`src/rtl/rv_pkg.sv`:
```
// Shared RV32 definitions for the decode and execute stages.
//
// Contents:
//   OP_*        major opcodes recognised by the pipeline
//   NUM_REGS    number of architectural integer registers
//   reg_idx_t   5-bit register index
//   decode_imm  immediate extraction by major opcode
package rv_pkg;

  localparam logic [6:0] OP_LUI   = 7'b0110111;
  localparam logic [6:0] OP_AUIPC = 7'b0010111;
  localparam logic [6:0] OP_IMM   = 7'b0010011;
  localparam logic [6:0] OP_LOAD  = 7'b0000011;
  localparam logic [6:0] OP_JALR  = 7'b1100111;
  localparam logic [6:0] OP_REG   = 7'b0110011;

  localparam int NUM_REGS = 32;

  typedef logic [4:0] reg_idx_t;

  // U-type keeps the raw upper 20 bits; I-type 12-bit immediates are
  // zero-extended here and sign handling is left to the execute stage.
  function automatic logic [19:0] decode_imm(input logic [31:0] word);
    logic [19:0] result;
    result = '0;
    case (word[6:0])
      OP_LUI, OP_AUIPC:        result = word[31:12];
      OP_IMM, OP_LOAD, OP_JALR: result = {8'b0, word[31:20]};
      default:                 result = '0;
    endcase
    return result;
  endfunction

endpackage

```
`src/rtl/insn_decode_regfile.sv`:
```
// Integer register file: 32 x XLEN, two combinational read ports and one
// synchronous write port. x0 always reads 0 and never stores a write.
//
// Ports:
//   clk, rst_n             clock, synchronous active-low reset (clears all)
//   wr_en, wr_idx, wr_data write port, ignored while rst_n=0
//   rd_idx_a, rd_data_a    read port A
//   rd_idx_b, rd_data_b    read port B
module regfile
  import rv_pkg::*;
#(
  parameter int XLEN = 32
) (
  input  logic            clk,
  input  logic            rst_n,
  input  logic            wr_en,
  input  reg_idx_t        wr_idx,
  input  logic [XLEN-1:0] wr_data,
  input  reg_idx_t        rd_idx_a,
  output logic [XLEN-1:0] rd_data_a,
  input  reg_idx_t        rd_idx_b,
  output logic [XLEN-1:0] rd_data_b
);

  logic [XLEN-1:0] regs [NUM_REGS];

  // Reset takes priority so a write presented during reset is dropped.
  always_ff @(posedge clk) begin
    if (!rst_n) begin
      for (int i = 0; i < NUM_REGS; i++) begin
        regs[i] <= '0;
      end
    end else if (wr_en && (wr_idx != '0)) begin
      regs[wr_idx] <= wr_data;
    end
  end

  assign rd_data_a = (rd_idx_a == '0) ? '0 : regs[rd_idx_a];
  assign rd_data_b = (rd_idx_b == '0) ? '0 : regs[rd_idx_b];

endmodule

```
`src/rtl/insn_decode.sv`:
```
// RV32 decode stage with a one-entry output register and valid/ready
// handshakes on both sides. Operands are read from the register file at
// accept, with same-cycle write-back forwarding, and a held bundle keeps
// tracking write-backs to its source registers until it is consumed.
//
// Ports:
//   clk, rst_n                 clock, synchronous active-low reset
//   in_valid, in_ready, insn   fetch side handshake and instruction word
//   out_valid, out_ready       execute side handshake
//   opcode, funct3, funct7,
//   imm, rd_idx, rs1, rs2      decoded bundle
//   wb_en, wb_idx, wb_data     register-file write port from execute
//   illegal                    only when INSN_DECODE_ILLEGAL_EN is defined:
//                              unsupported opcode / R-type funct7
module insn_decode
  import rv_pkg::*;
#(
  parameter int XLEN = 32
) (
  input  logic            clk,
  input  logic            rst_n,
  input  logic            in_valid,
  output logic            in_ready,
  input  logic [31:0]     insn,
  output logic            out_valid,
  input  logic            out_ready,
  output logic [6:0]      opcode,
  output logic [2:0]      funct3,
  output logic [6:0]      funct7,
  output logic [19:0]     imm,
  output logic [XLEN-1:0] rs1,
  output logic [XLEN-1:0] rs2,
  output logic [4:0]      rd_idx,
  input  logic            wb_en,
  input  reg_idx_t        wb_idx,
  input  logic [XLEN-1:0] wb_data
`ifdef INSN_DECODE_ILLEGAL_EN
  ,
  output logic            illegal
`endif
);

  logic            accept;
  reg_idx_t        src1;
  reg_idx_t        src2;
  reg_idx_t        held_src1;
  reg_idx_t        held_src2;
  logic [XLEN-1:0] rf_a;
  logic [XLEN-1:0] rf_b;
  logic [XLEN-1:0] op_a;
  logic [XLEN-1:0] op_b;

  assign in_ready = !out_valid || out_ready;
  assign accept   = in_valid && in_ready;
  assign src1     = insn[19:15];
  assign src2     = insn[24:20];

  regfile #(.XLEN(XLEN)) u_regfile (
    .clk       (clk),
    .rst_n     (rst_n),
    .wr_en     (wb_en),
    .wr_idx    (wb_idx),
    .wr_data   (wb_data),
    .rd_idx_a  (src1),
    .rd_data_a (rf_a),
    .rd_idx_b  (src2),
    .rd_data_b (rf_b)
  );

  // The array only updates at the clock edge, so a write landing in the
  // accept cycle must be bypassed for the bundle to see the new value.
  assign op_a = (wb_en && (wb_idx == src1) && (src1 != '0)) ? wb_data : rf_a;
  assign op_b = (wb_en && (wb_idx == src2) && (src2 != '0)) ? wb_data : rf_b;

`ifdef INSN_DECODE_ILLEGAL_EN
  logic illegal_next;

  always_comb begin
    illegal_next = 1'b1;
    case (insn[6:0])
      OP_LUI, OP_AUIPC, OP_IMM, OP_LOAD, OP_JALR: illegal_next = 1'b0;
      OP_REG: illegal_next = !((insn[31:25] == 7'b0000000) ||
                               (insn[31:25] == 7'b0100000));
      default: illegal_next = 1'b1;
    endcase
  end
`endif

  // A stalled bundle snoops write-backs so its operands never go stale
  // while execute is not ready.
  always_ff @(posedge clk) begin
    if (!rst_n) begin
      out_valid <= 1'b0;
      opcode    <= '0;
      funct3    <= '0;
      funct7    <= '0;
      imm       <= '0;
      rd_idx    <= '0;
      rs1       <= '0;
      rs2       <= '0;
      held_src1 <= '0;
      held_src2 <= '0;
`ifdef INSN_DECODE_ILLEGAL_EN
      illegal   <= 1'b0;
`endif
    end else if (accept) begin
      out_valid <= 1'b1;
      opcode    <= insn[6:0];
      funct3    <= insn[14:12];
      funct7    <= insn[31:25];
      imm       <= decode_imm(insn);
      rd_idx    <= insn[11:7];
      rs1       <= op_a;
      rs2       <= op_b;
      held_src1 <= src1;
      held_src2 <= src2;
`ifdef INSN_DECODE_ILLEGAL_EN
      illegal   <= illegal_next;
`endif
    end else if (out_valid && out_ready) begin
      out_valid <= 1'b0;
    end else if (out_valid) begin
      if (wb_en && (wb_idx == held_src1) && (held_src1 != '0)) begin
        rs1 <= wb_data;
      end
      if (wb_en && (wb_idx == held_src2) && (held_src2 != '0)) begin
        rs2 <= wb_data;
      end
    end
  end

endmodule

```
`config.mk`:
```
export PLATFORM = sky130hd
export DESIGN_NAME = insn_decode
export DESIGN_NICKNAME = d
export VERILOG_FILES = /design/src/rtl/rv_pkg.sv /design/src/rtl/insn_decode_regfile.sv /design/src/rtl/insn_decode.sv
export SDC_FILE = /design/constraint.sdc
export NUM_CORES = 2
export LEC_CHECK = 0
export CAP_MARGIN = 20
export CORE_MARGIN = 8
export CORE_UTILIZATION = 67
export DETAILED_ROUTE_END_ITERATION = 10
export GPL_TIMING_DRIVEN = 1
export PLACE_DENSITY = 0.85
export SLEW_MARGIN = 10
export SYNTH_ARGS = -nofsm -noshare
export SYNTH_HDL_FRONTEND = slang
export SYNTH_SLANG_ARGS = --single-unit
```
`constraint.sdc`:
```
create_clock -name clk -period 6.45 [get_ports clk]
set_input_delay 0.9675 -clock clk [delete_from_list [all_inputs] [get_ports clk]]
set_output_delay 0.9675 -clock clk [all_outputs]
set_load 0.005 [all_outputs]
```
==> run_summary.xml <==
<?xml version="1.0" encoding="UTF-8"?>
<metrics>
  <group name="synthesis">
    <metric name="synth_top_cells_by_area" unit="">sky130_fd_sc_hd__edfxtp_1 53%, sky130_fd_sc_hd__mux4_2 20%, sky130_fd_sc_hd__and2_1 11%</metric>
    <metric name="synth_largest_area_cell" unit="">sky130_fd_sc_hd__edfxtp_1</metric>
    <metric name="postSynthAreaPerCell" unit="µm²">14.5</metric>
    <metric name="ys.warnings.count" unit="">0</metric>
    <metric name="post_synth_most_frequent_cells" unit="">1024 x sky130_fd_sc_hd__edfxtp_1, 1000 x sky130_fd_sc_hd__and2_1, 512 x sky130_fd_sc_hd__mux4_2</metric>
    <metric name="postSynth.topFlopCell" unit="">sky130_fd_sc_hd__edfxtp_1</metric>
    <metric name="async_flop_share" unit="">0</metric>
    <metric name="postSynthRegisterBits" unit="">1141</metric>
    <metric name="synth_edf_count" unit="">1024</metric>
    <metric name="synth_cell_type_count" unit="">42</metric>
    <metric name="yosysMostFrequentCell" unit="">sky130_fd_sc_hd__edfxtp_1</metric>
    <metric name="syn-instance-count" unit="">4031</metric>
    <metric name="synth_largest_type_area_fraction" unit="">0.527</metric>
    <metric name="yosysSeqAreaShare" unit="">0.567</metric>
    <metric name="mappedNetlistArea" unit="µm²">58400</metric>
  </group>
  <group name="worst_setup_path">
    <metric name="critPathKind" unit="">in -&gt; reg</metric>
    <metric name="crit_required" unit="ps">6800</metric>
    <metric name="worst_r2r_path_depth" unit="">6</metric>
    <metric name="kind_of_capture_point_of_the_worst_setup_path" unit="">flop</metric>
    <metric name="critPathCapture" unit="">u_regfile.regs[4][28]</metric>
    <metric name="crit-reg2reg-capture" unit="">rs2[6]</metric>
    <metric name="worstReg2RegStart" unit="">out_valid</metric>
    <metric name="critical_path_launch_point_type" unit="">primary input</metric>
    <metric name="crit_start" unit="">wb_idx[4]</metric>
    <metric name="critical_path.max_fanout" unit="">17</metric>
    <metric name="rrSetupSlack" unit="ps">3810</metric>
    <metric name="critPathArrivalTime" unit="ps">4440</metric>
  </group>
  <group name="sta">
    <metric name="fmax" unit="MHz">245</metric>
    <metric name="report.final.setup_viol" unit="">0</metric>
    <metric name="finalClockSkew" unit="ps">26.8</metric>
    <metric name="final_hold_viol_count" unit="">0</metric>
    <metric name="final_slew_viol_count" unit="">0</metric>
    <metric name="rsz0062_at_grt" unit="">false</metric>
    <metric name="setup_total_negative_slack" unit="ps">0</metric>
    <metric name="hold-worst-slack" unit="ps">453</metric>
    <metric name="worst-slew-pin-transition" unit="ps">1180</metric>
    <metric name="max-slew-margin-rel" unit="">0.215</metric>
    <metric name="timing.final.crit_share" unit="">0.634</metric>
    <metric name="timing.final.ws_setup" unit="ps">2360</metric>
    <metric name="period_minus_slack" unit="ps">4090</metric>
  </group>
  <group name="placed_design">
    <metric name="dpl_cell_area" unit="µm²">61600</metric>
    <metric name="globalplace.congestion" unit="">0.920</metric>
    <metric name="dp_hpwl" unit="mm">104</metric>
    <metric name="dpl_worst_slack" unit="ps">1850</metric>
    <metric name="buffer_ports.inserted" unit="">181</metric>
  </group>
  <group name="global_route">
    <metric name="initial_antenna_violation_count" unit="">4</metric>
    <metric name="grt_pass1_vias" unit="">39400</metric>
    <metric name="grt_usage" unit="">0.358</metric>
    <metric name="grt_overflow_total" unit="">0</metric>
    <metric name="grt_start_max_net_pins" unit="">96</metric>
    <metric name="grt_pass1_wl" unit="mm">258</metric>
  </group>
  <group name="finish">
    <metric name="final_design_area_no_fill" unit="µm²">65300</metric>
    <metric name="multi_input_logic_area" unit="µm²">24000</metric>
    <metric name="fillCellCount" unit="">4846</metric>
    <metric name="seq_area" unit="µm²">33100</metric>
    <metric name="area_growth" unit="%">11.9</metric>
    <metric name="final_layout_size_suffix_gt1_frac" unit="">0.223</metric>
    <metric name="final_nets" unit="">4127</metric>
  </group>
  <group name="pwr">
    <metric name="vdd_drop_max" unit="mV">0.226</metric>
    <metric name="power_total" unit="mW">17.5</metric>
    <metric name="p_per_area" unit="nW/µm²">268</metric>
    <metric name="p_leak" unit="nW">22.3</metric>
  </group>
  <group name="drt">
    <metric name="dr_total_vias" unit="">39500</metric>
    <metric name="initialDrtViolationCount" unit="">6736</metric>
    <metric name="antenna_violating_nets_post_route" unit="">0</metric>
    <metric name="wire_per_inst" unit="µm">33.3</metric>
    <metric name="drt-vias-per-instance" unit="">7.44</metric>
    <metric name="post-route-drc-count" unit="">0</metric>
    <metric name="routed_wirelength" unit="mm">177</metric>
    <metric name="drtPass1Iterations" unit="">8</metric>
  </group>
  <group name="clock_network">
    <metric name="cts_resized" unit="">0</metric>
    <metric name="clkTransAtPathRegs" unit="ps">60</metric>
    <metric name="clkLatencyLatePin" unit="ps">700</metric>
    <metric name="cts_buffers" unit="">116</metric>
    <metric name="tritoncts" unit="">done</metric>
    <metric name="clockRootBuffer" unit="">sky130_fd_sc_hd__clkbuf_16</metric>
    <metric name="h_tree_lvl_count" unit="">3</metric>
    <metric name="hold_buffers" unit="">0</metric>
    <metric name="cts-root-to-sink-buffers" unit="">3</metric>
    <metric name="cts.sink_count" unit="">1141</metric>
    <metric name="post-cts-setup-buffer-count" unit="">0</metric>
  </group>
  <group name="worst_hold_path">
    <metric name="hold_path_class" unit="">reg -&gt; reg</metric>
    <metric name="hold_depth" unit="">2</metric>
  </group>
  <group name="die">
    <metric name="die-height" unit="µm">311</metric>
    <metric name="die_w" unit="µm">311</metric>
    <metric name="floorplan.rows" unit="">108</metric>
    <metric name="initial_util" unit="">0.674</metric>
    <metric name="floorplan.die_area" unit="µm²">96800</metric>
    <metric name="design.core.area" unit="µm²">86600</metric>
    <metric name="ios" unit="">182</metric>
  </group>
  <group name="run">
    <metric name="maxCapViolCount" unit="">0</metric>
  </group>
  <group name="status">
    <metric name="run_status" unit="">finished clean</metric>
  </group>
</metrics>
==> sequential cells by signal, indices dropped and copies added (netlist names) <==
name,flops
u_regfile.regs,1024
opcode,7
rs2,32
rs1,32
out_valid,1
held_src2,5
rd_idx,5
imm,20
held_src1,5
funct3,3
funct7,7
==> cell type report <==
type                       instances  share of cell area
tap                             1155              0.0221
clock buffer                     164              0.0493
inverter                           4            0.000249
sequential                      1141               0.507
timing repair buffer             314              0.0462
antenna                            2           0.0000766
multi-input combinational       2476               0.368
clock inverter                    54             0.00778
==> how the worst min path moves through the flow <==
| stage | start | slack [ps] | end |
|---|---|---|---|
| finish | imm[18] | 450 | imm[18] |
| global route | rd_idx[0] | 470 | rd_idx[0] |
| CTS | imm[18] | 450 | imm[18] |
| detailed placement | imm[18] | 450 | imm[18] |
| global placement | imm[18] | 440 | imm[18] |
| floorplan | held_src1[4] | 450 | held_src1[4] |
==> critical path: stages <==
cell                              delay, ps
sky130_fd_sc_hd__clkdlybuf4s50_1        780
sky130_fd_sc_hd__or3_1                  520
sky130_fd_sc_hd__nand3b_1               750
sky130_fd_sc_hd__o21ai_4                970
sky130_fd_sc_hd__buf_4                  450
==> routing by layer <==
metal / wire length [µm] / track usage / share of wire
met1: 58100 / 0.467 / 0.33
met2: 79200 / 0.536 / 0.45
met3: 27900 / 0.114 / 0.16
met4: 11800 / 0.200 / 0.067
met5: 64 / 0 / 0.00036
==> where the power goes <==
group	switching, mW	internal [mW]
registers	0.250	8.46
logic	1.23	0.884
clock network	2.88	3.82
total	4.36	13.2
==> stage by stage <==
step                utilization  std cells
floorplan                     -       4062
CTS                       0.754       5306
finish                    0.754       5310
global placement          0.710       5084
detailed placement        0.711       5088
global route              0.754       5308
==> cells by family (layout without fill, tap and decap cells) <==
kind of cell              Yosys count  after routing  share of synthesized area
and+or+nand+nor                  1336           1336                      0.132
AOI/OAI and AO/OA                 578            578                     0.0681
other                               1             34                  0.0000642
buffers and inverters             445            536                     0.0330
DFF                              1141           1141                      0.567
xor gates and xnor gates           18             18                    0.00270
muxes                             512            512                      0.198
==> cells in the final DEF (no fill, tap or decap), drive strengths merged, types with 3 or more instances in the layout <==
| cell | count |
|---|---|
| edfxtp | 1024 |
| and2 | 1000 |
| mux4 | 512 |
| a22oi | 288 |
| nand2 | 205 |
| clkdlybuf4s50 | 173 |
| clkbuf | 164 |
| buf | 141 |
| o21ai | 127 |
| dfxtp | 117 |
| a21oi | 108 |
| nor2 | 49 |
| a221oi | 44 |
| nand3 | 43 |
| clkinv | 40 |
| conb | 32 |
| nor3 | 14 |
| xor2 | 10 |
| bufinv | 9 |
| xnor2 | 8 |
| inv | 8 |
| nand3b | 6 |
| a211oi | 4 |
| nor2b | 4 |
| or3b | 3 |
| or4 | 3 |
Note: power is estimated with default switching activity, not from simulation.
